**config.mk**
```make
export PLATFORM = sky130hd
export DESIGN_NAME = tlb_l1
export DESIGN_NICKNAME = d
export VERILOG_FILES = /design/src/rtl/tlb_l1.sv
export SDC_FILE = /design/constraint.sdc
export NUM_CORES = 1
export LEC_CHECK = 0
export CAP_MARGIN = 20
export CORE_UTILIZATION = 45
export DETAILED_ROUTE_END_ITERATION = 8
export PLACE_DENSITY = 0.7
export SYNTH_ARGS = -nofsm -noshare
export SYNTH_HDL_FRONTEND = slang
export SYNTH_SLANG_ARGS = --single-unit
export TNS_END_PERCENT = 100
```
**constraint.sdc**
```tcl
create_clock -name clk -period 6.4 [get_ports clk]
set_input_delay 1.92 -clock clk [delete_from_list [all_inputs] [get_ports clk]]
set_output_delay 1.92 -clock clk [all_outputs]
set_load 0.02 [all_outputs]
```
**src/rtl/tlb_l1.sv**
```systemverilog
// tlb_l1: fully associative, single-outstanding TLB placed in front of a page-table walker.
// Optional macro TLB_STATS_EN adds saturating hit/miss counters on hit_cnt_o / miss_cnt_o.
module tlb_l1 #(
   parameter int ENTRIES = 8,
   parameter int IDX_W   = $clog2(ENTRIES)
) (
   input  logic        clk,
   input  logic        rst,
   input  logic        tlb_req_valid_i,
   output logic        tlb_req_ready_o,
   input  logic [31:0] tlb_vaddr_i,
   input  logic        tlb_write_i,
   output logic        tlb_resp_valid_o,
   input  logic        tlb_resp_ready_i,
   output logic [31:0] tlb_paddr_o,
   output logic        tlb_hit_o,
   output logic        tlb_fault_o,
   input  logic        tlb_flush_i,
   output logic        ptw_req_valid_o,
   input  logic        ptw_req_ready_i,
   output logic [31:0] ptw_vaddr_o,
   input  logic        ptw_resp_valid_i,
   output logic        ptw_resp_ready_o,
   input  logic [31:0] ptw_pte_i
`ifdef TLB_STATS_EN
   ,
   output logic [31:0] hit_cnt_o,
   output logic [31:0] miss_cnt_o
`endif
);

   typedef enum logic [2:0] {
      S_IDLE,
      S_LOOKUP,
      S_WALK_REQ,
      S_WALK_WAIT,
      S_RESP
   } state_e;

   state_e             state_q, state_d;
   logic [31:0]        vaddr_q, vaddr_d;
   logic               write_q, write_d;
   logic [31:0]        paddr_q, paddr_d;
   logic               hit_q, hit_d;
   logic               fault_q, fault_d;
   logic [IDX_W-1:0]   victim_q, victim_d;
   logic [ENTRIES-1:0] valid_q, valid_d;

   logic [19:0]        vpn_q   [ENTRIES];
   logic [19:0]        ppn_q   [ENTRIES];
   logic [3:0]         flags_q [ENTRIES];

   logic               fill_en;
   logic [ENTRIES-1:0] hit_vec;
   logic [19:0]        hit_ppn;
   logic [3:0]         hit_flags;
   logic               unused_ok;

   // Fault when the page is not readable, or a store targets a page without W.
   function automatic logic perm_fault(input logic [3:0] flags, input logic wr);
      return !flags[1] || (wr && !flags[2]);
   endfunction

   always_comb begin
      hit_vec = '0;
      for (int i = 0; i < ENTRIES; i++) begin
         hit_vec[i] = valid_q[i] && (vpn_q[i] == vaddr_q[31:12]);
      end
   end

   // At most one entry can match, so an OR-reduction acts as the mux.
   always_comb begin
      hit_ppn   = '0;
      hit_flags = '0;
      for (int i = 0; i < ENTRIES; i++) begin
         if (hit_vec[i]) begin
            hit_ppn   = hit_ppn | ppn_q[i];
            hit_flags = hit_flags | flags_q[i];
         end
      end
   end

   assign unused_ok = ^{ptw_pte_i[11:4], hit_flags[3], hit_flags[0]};

   always_comb begin
      state_d  = state_q;
      vaddr_d  = vaddr_q;
      write_d  = write_q;
      paddr_d  = paddr_q;
      hit_d    = hit_q;
      fault_d  = fault_q;
      victim_d = victim_q;
      valid_d  = valid_q;
      fill_en  = 1'b0;
      case (state_q)
         S_IDLE: begin
            if (tlb_flush_i) begin
               valid_d  = '0;
               victim_d = '0;
            end else if (tlb_req_valid_i) begin
               vaddr_d = tlb_vaddr_i;
               write_d = tlb_write_i;
               state_d = S_LOOKUP;
            end
         end
         S_LOOKUP: begin
            if (|hit_vec) begin
               hit_d   = 1'b1;
               fault_d = perm_fault(hit_flags, write_q);
               paddr_d = perm_fault(hit_flags, write_q) ? 32'h0 : {hit_ppn, vaddr_q[11:0]};
               state_d = S_RESP;
            end else begin
               state_d = S_WALK_REQ;
            end
         end
         S_WALK_REQ: begin
            if (ptw_req_ready_i) state_d = S_WALK_WAIT;
         end
         S_WALK_WAIT: begin
            if (ptw_resp_valid_i) begin
               hit_d   = 1'b0;
               state_d = S_RESP;
               if (ptw_pte_i[0]) begin
                  fill_en           = 1'b1;
                  valid_d[victim_q] = 1'b1;
                  victim_d          = victim_q + 1'b1;
                  fault_d           = perm_fault(ptw_pte_i[3:0], write_q);
                  paddr_d           = perm_fault(ptw_pte_i[3:0], write_q) ? 32'h0
                                      : {ptw_pte_i[31:12], vaddr_q[11:0]};
               end else begin
                  fault_d = 1'b1;
                  paddr_d = 32'h0;
               end
            end
         end
         S_RESP: begin
            if (tlb_resp_ready_i) state_d = S_IDLE;
         end
         default: state_d = S_IDLE;
      endcase
   end

   always_ff @(posedge clk or negedge rst) begin
      if (!rst) begin
         state_q  <= S_IDLE;
         vaddr_q  <= '0;
         write_q  <= 1'b0;
         paddr_q  <= '0;
         hit_q    <= 1'b0;
         fault_q  <= 1'b0;
         victim_q <= '0;
         valid_q  <= '0;
      end else begin
         state_q  <= state_d;
         vaddr_q  <= vaddr_d;
         write_q  <= write_d;
         paddr_q  <= paddr_d;
         hit_q    <= hit_d;
         fault_q  <= fault_d;
         victim_q <= victim_d;
         valid_q  <= valid_d;
      end
   end

   // Entry payload needs no reset: valid_q gates every use of it.
   always_ff @(posedge clk) begin
      if (fill_en) begin
         vpn_q[victim_q]   <= vaddr_q[31:12];
         ppn_q[victim_q]   <= ptw_pte_i[31:12];
         flags_q[victim_q] <= ptw_pte_i[3:0];
      end
   end

   assign tlb_req_ready_o  = (state_q == S_IDLE) && !tlb_flush_i;
   assign tlb_resp_valid_o = (state_q == S_RESP);
   assign tlb_paddr_o      = paddr_q;
   assign tlb_hit_o        = hit_q;
   assign tlb_fault_o      = fault_q;
   assign ptw_req_valid_o  = (state_q == S_WALK_REQ);
   assign ptw_vaddr_o      = vaddr_q;
   assign ptw_resp_ready_o = (state_q == S_WALK_WAIT);

`ifdef TLB_STATS_EN
   logic [31:0] hit_cnt_q, hit_cnt_d;
   logic [31:0] miss_cnt_q, miss_cnt_d;
   logic        lookup_hit, lookup_miss;

   assign lookup_hit  = (state_q == S_LOOKUP) && (|hit_vec);
   assign lookup_miss = (state_q == S_LOOKUP) && !(|hit_vec);

   always_comb begin
      hit_cnt_d  = hit_cnt_q;
      miss_cnt_d = miss_cnt_q;
      if (lookup_hit && (hit_cnt_q != 32'hFFFF_FFFF))   hit_cnt_d  = hit_cnt_q + 32'd1;
      if (lookup_miss && (miss_cnt_q != 32'hFFFF_FFFF)) miss_cnt_d = miss_cnt_q + 32'd1;
   end

   always_ff @(posedge clk or negedge rst) begin
      if (!rst) begin
         hit_cnt_q  <= '0;
         miss_cnt_q <= '0;
      end else begin
         hit_cnt_q  <= hit_cnt_d;
         miss_cnt_q <= miss_cnt_d;
      end
   end

   assign hit_cnt_o  = hit_cnt_q;
   assign miss_cnt_o = miss_cnt_q;
`endif

endmodule

```
After elaboration in Yosys (flattened, before gate mapping)
Memories as Yosys holds them, arrays and structs flattened.
Index checks and enable logic that the tools add are counted.
- register bits: 81
- memory bits (writable): 352
- output and inout port bits: 70
- word-level logic and storage cells: 128
- memories: 3
- memories (name ; depth ; bits a word ; rd ports ; clocked after Yosys merged registers in ; wr ports ; line ; text):
    ppn_q ; 8 ; 20 ; 8 ; 0 ; 1 ; 50 ; logic [19:0] ppn_q [ENTRIES];
    vpn_q ; 8 ; 20 ; 8 ; 0 ; 1 ; 49 ; logic [19:0] vpn_q [ENTRIES];
    flags_q ; 8 ; 4 ; 8 ; 0 ; 1 ; 51 ; logic [3:0] flags_q [ENTRIES];
- $add $sub $neg: 1
- order comparisons: 2
- eq/ne operators: 20
- multiplexer cells: 51
- bitwise gates (word level): 16
- reductions and logical operators: 27
- operators with widths (cell ; number):
    20-bit equality test ; 8
    20-bit 2-to-1 mux ; 8
    32-bit 2-to-1 mux ; 5
    20-bit bitwise OR ; 7
    32-bit one-hot mux with 2 select lines ; 1
    3-bit 2-to-1 mux ; 17
    8-bit 2-to-1 mux ; 3
    3-bit bitwise OR ; 7
    8-bit one-hot mux with 2 select lines ; 1
    3-bit one-hot mux with 5 select lines ; 1
    1-bit logical AND ; 12
    1-bit 2-to-1 mux ; 11
    2-bit inequality test (second input constant) ; 5
    8-bit bitwise OR ; 1
    8-bit OR reduction ; 1
    3-bit by 2-bit equality test with 1-bit output (second input constant) ; 2
    2-bit by 1-bit inequality test with 1-bit output (second input constant) ; 3
    3-bit one-hot mux with 2 select lines ; 1
    3-bit AND reduction ; 2
    1-bit logical NOT ; 5
    5-bit AND reduction ; 1
    3-bit by 4-bit less-than comparator with 1-bit output (second input constant) ; 1
    1-bit one-hot mux with 2 select lines ; 2
    4-bit AND reduction ; 1
    9 further kinds ; 11

Logic depth before layout (Yosys ltp)
An unclocked memory read counts as a cell.
- depth after elaboration: 24
- depth in mapped cells: 11

Worst setup path after synthesis
OpenSTA, ideal clock, no wires.
- kind: input to register
- from: in ptw_resp_valid_i
- to: mem flags_q[0][1], enable pin
- library setup time: 0.546 ns
- arrival: 6.055 ns
- required time: 5.854 ns
- setup slack: -0.201 ns
- stages: 2
- path buffers: 0
- cells stage by stage: nand3_1 > nor4_1
- cells in the longest elaborated chain, start to end: 4
- RTL lines (element ; line ; text):
    from (decl) ; 22 ; input logic ptw_resp_valid_i,
    1-bit 2-to-1 mux ; 120 ; if (ptw_resp_valid_i) begin
    1-bit 2-to-1 mux ; 95 ; case (state_q)
    1-bit 2-to-1 mux ; 167 ; if (fill_en) begin
    1-bit 2-to-1 mux (implied by the code) ; 170 ; flags_q[victim_q] <= ptw_pte_i[3:0];
    to (decl) ; 51 ;
Every way passes these cells.

Worst setup path in the final report
- from: in tlb_flush_i
- to: out tlb_req_ready_o
- cells in the longest elaborated chain, start to end: 2
- RTL lines (element ; line ; text):
    from (decl) ; 18 ; input logic tlb_flush_i,
    1-bit logical NOT ; 174 ; assign tlb_req_ready_o = (state_q == S_IDLE) && !tlb_flush_i;
    1-bit logical AND ; 174 ;
    to (decl) ; 10 ; output logic tlb_req_ready_o,
Every way passes these cells.

==> results.md <==
- Crit path DAT: ~3.3 ns
- Num CTS Buffers: 44
- Synth Flop Type: edfxtp_1
- Netlist cell types: 47
- Die ar.: about 0.038 mm^2
- # H-tree levels: 2
- Fin crit period: about 5.2 ns
- Async S/R FF share, synth: 19.4%
- Buffers on Ports: around 130
- Drt via density: 5.71
- Vias in the first global route: between 10000 and 15000
- Largest net degree at the start of global routing: 57
- Slew margin rel.: 23.0%
- CTS tree: yes
- First-pass GRT wire length: roughly 60000 um
- Hold Vio Cnt, Final: 0
- Number of flops mapped to enable cells by yosys: 336
- Post-layout util: between 50% and 60%
- WHS Path Cells: 2
- RePlAce Congestion: approximately 0.80
- Clk_skew: 0.0235 ns
- First DRT Iteration DRCs: between 900 and 1000
- Max Cap Viol: 0
- Worst Tran Pin Value: around 1.2 ns
- Total clock sinks: between 400 and 500
- Synth area leaders: edfxtp_1 60%, dfrtp_1 12%, xnor2_1 7.3%, mux2_2 2.3%, a22oi_1 1.9%
- Crit path max fanout: 4
- Routed Antenna Nets: 0
- Die Y: 196 um
- Register area share after synthesis: a little over 70%
- Mapped Area: 0.0169 mm^2
- DR DRC count: 0
- Placed insts: ~1700
- Max rail drop VDD: 0.203 mV
- CP Capture Type: output port
- Layout cell share with drive strength beyond 1: 13.5%
- Clk root buf: clkbuf_16
- Core area: 0.0368 mm^2
- WS Path Type: input pin to output port
- Critical Path RT: ~4.5 ns
- Vias: 10100
- Resized cells post-CTS: 0
- Post-CTS Hold Buffers: 0
- Synthesized area per cell: 15.2 um^2
- Setup TNS: 0 ns
- Clock buffer depth: 3
- CP Launch Type: input pin
- #FFs+latches synth: roughly 420
- Grt total ovfl: 0
- Final Cycle Share: about four fifths
- IO Count: about 140
- Post-DP HPWL: between 20000 and 25000 um
- Final slew viol count: 0
- Drt total wl: approximately 40000 um
- Initial Util: a little under half
- GRT Total Usage: around 21%
- Worst Reg-to-Reg Cells: 10
- PwrDens: roughly 420 mW/mm^2
- Die width: just under 200 um
- Worst Hold Class: register to register
- Rows: 70
- Final nets: between 1000 and 1500
- Post-DR wirelength/cell: 22.3 um
- Worst-Skew Late Latency: ~0.55 ns
- Post CTS Setup Buffer Count: 0
- Clock slew at reported path FFs: approximately 0.060 ns
- Lkg Pwr: 0.00681 uW
- P&R area growth vs syn: 20.4%
- Yosys top cell area share: 59.6%
- Fmax: just under 200 MHz
- Initial antenna violation count: 1
- RSZ-0062 raised after global routing: no
- Final-report setup violation count: 0
- Outcome: finished, final reports clean
- Pre-antenna DRT Iters: 5
- Yosys warns: 0
- Net Count, Synth: 1187
- Cell taking the most area after synthesis: edfxtp_1
- Final Non-Filler Cells: around 1800
- Mapped Cells: 1114
==> power by group <==
group          switching (uW)  internal, uW  total (uW)
clock                    1010          1520        2530
sequential                415          3310        3730
combinational            1300          1050        2340
==> cell families after synthesis <==
kind of cell	synth area share, %
flip-flops	71.6
AND/OR/NAND/NOR	7.84
XOR/XNOR	8.33
AO/OA/AOI/OAI	7.26
buffers and inverters	2.60
multiplexers	2.32
adder cells (fa/ha/maj)	0.0739
==> synth_stat cells, types with 22 or more instances <==
master    instances
inv_1            38
nand4_1          46
nor3_1           27
edfxtp_1        336
xnor2_1         141
dfrtp_1          81
a21oi_1          33
nor2_1           27
buf_2            22
clkbuf_1         29
mux2_2           34
nand3_1          34
nand2_1          73
a22oi_1          43
==> worst paths after layout <==
kind | startpoint | end | slack (ns)
worst min-delay path | tlb_paddr_o[3] | tlb_paddr_o[3] | 0.48
worst max-delay path | tlb_flush_i | tlb_req_ready_o | 1.23
max in group asynchronous | rst | tlb_paddr_o[24] | 4.03
worst max register to register | ptw_vaddr_o[25] | tlb_paddr_o[31] | 2.27
worst min register to register | tlb_paddr_o[3] | tlb_paddr_o[3] | 0.48
min in group asynchronous | rst | ptw_vaddr_o[19] | 1.43
==> cell type report <==
cell class	count	area (um^2)
well taps	468	586
repair buffers	171	1640
clock inverters	16	186
inverters	38	143
multi-input cells	599	4460
fillers	2914	16400
flip-flops and latches	417	12100
clock buffers	65	1250
diodes	1	2.50
==> worst max-delay path, cell delays in order <==
cell             delay, ns
clkdlybuf4s50_1       0.46
nor4_1                0.21
clkdlybuf4s50_1       0.66
==> routing by layer <==
| layer | track usage (%) | vias up | routed length [um] |
|---|---|---|---|
| met4 | 6.92 | 0 | 875 |
| met5 | 0 | - | 0 |
| met1 | 28.3 | 5156 | 17100 |
| met2 | 33.8 | 381 | 19000 |
| li1 | - | 4535 | - |
| met3 | 3.08 | 57 | 2570 |
==> through the flow <==
stage	total power, uW	hold slack (ns)	instance area, um^2	setup slack, ns
2_1_floorplan	5140	0.454	16900	0.817
3_3_place_gp	6070	0.464	18900	1.26
3_5_place_dp	6130	0.471	18900	1.25
4_1_cts	8660	0.483	20300	1.23
5_1_grt	8970	0.509	20400	1.22
6_report	8610	0.480	20400	1.23
==> cells in the final DEF, fill, tap and decap left out, types with 3 or more instances in the layout <==
cell	instances
a21oi_1	32
a221oi_2	15
nor3_1	22
edfxtp_1	336
xnor2_1	141
o31ai_2	10
or4_1	5
clkdlybuf4s50_1	131
nand3_1	34
a222oi_1	20
nor2_1	24
nor3_2	5
dfrtp_1	81
clkinv_2	5
a22oi_1	43
clkbuf_1	16
mux2_2	34
xor2_1	20
nor4_1	14
and4_1	5
clkbuf_16	46
nand4_1	46
clkbuf_8	3
nor2b_1	4
bufinv_16	4
a221oi_1	6
and3_1	6
nor2_4	3
nand2_1	72
and2_1	7
clkinv_1	5
a22o_1	3
inv_1	38
buf_4	38
==> sequential cells by signal, indices dropped and copies added, names as in the netlist <==
signal and count:
tlb_fault_o 1, vpn_q 160, victim_q 3, ptw_vaddr_o 32, ppn_q 160, state_q 3
write_q 1, tlb_paddr_o 32, valid_q 8, tlb_hit_o 1, flags_q 16
Note: power is estimated with default switching activity, not from simulation.
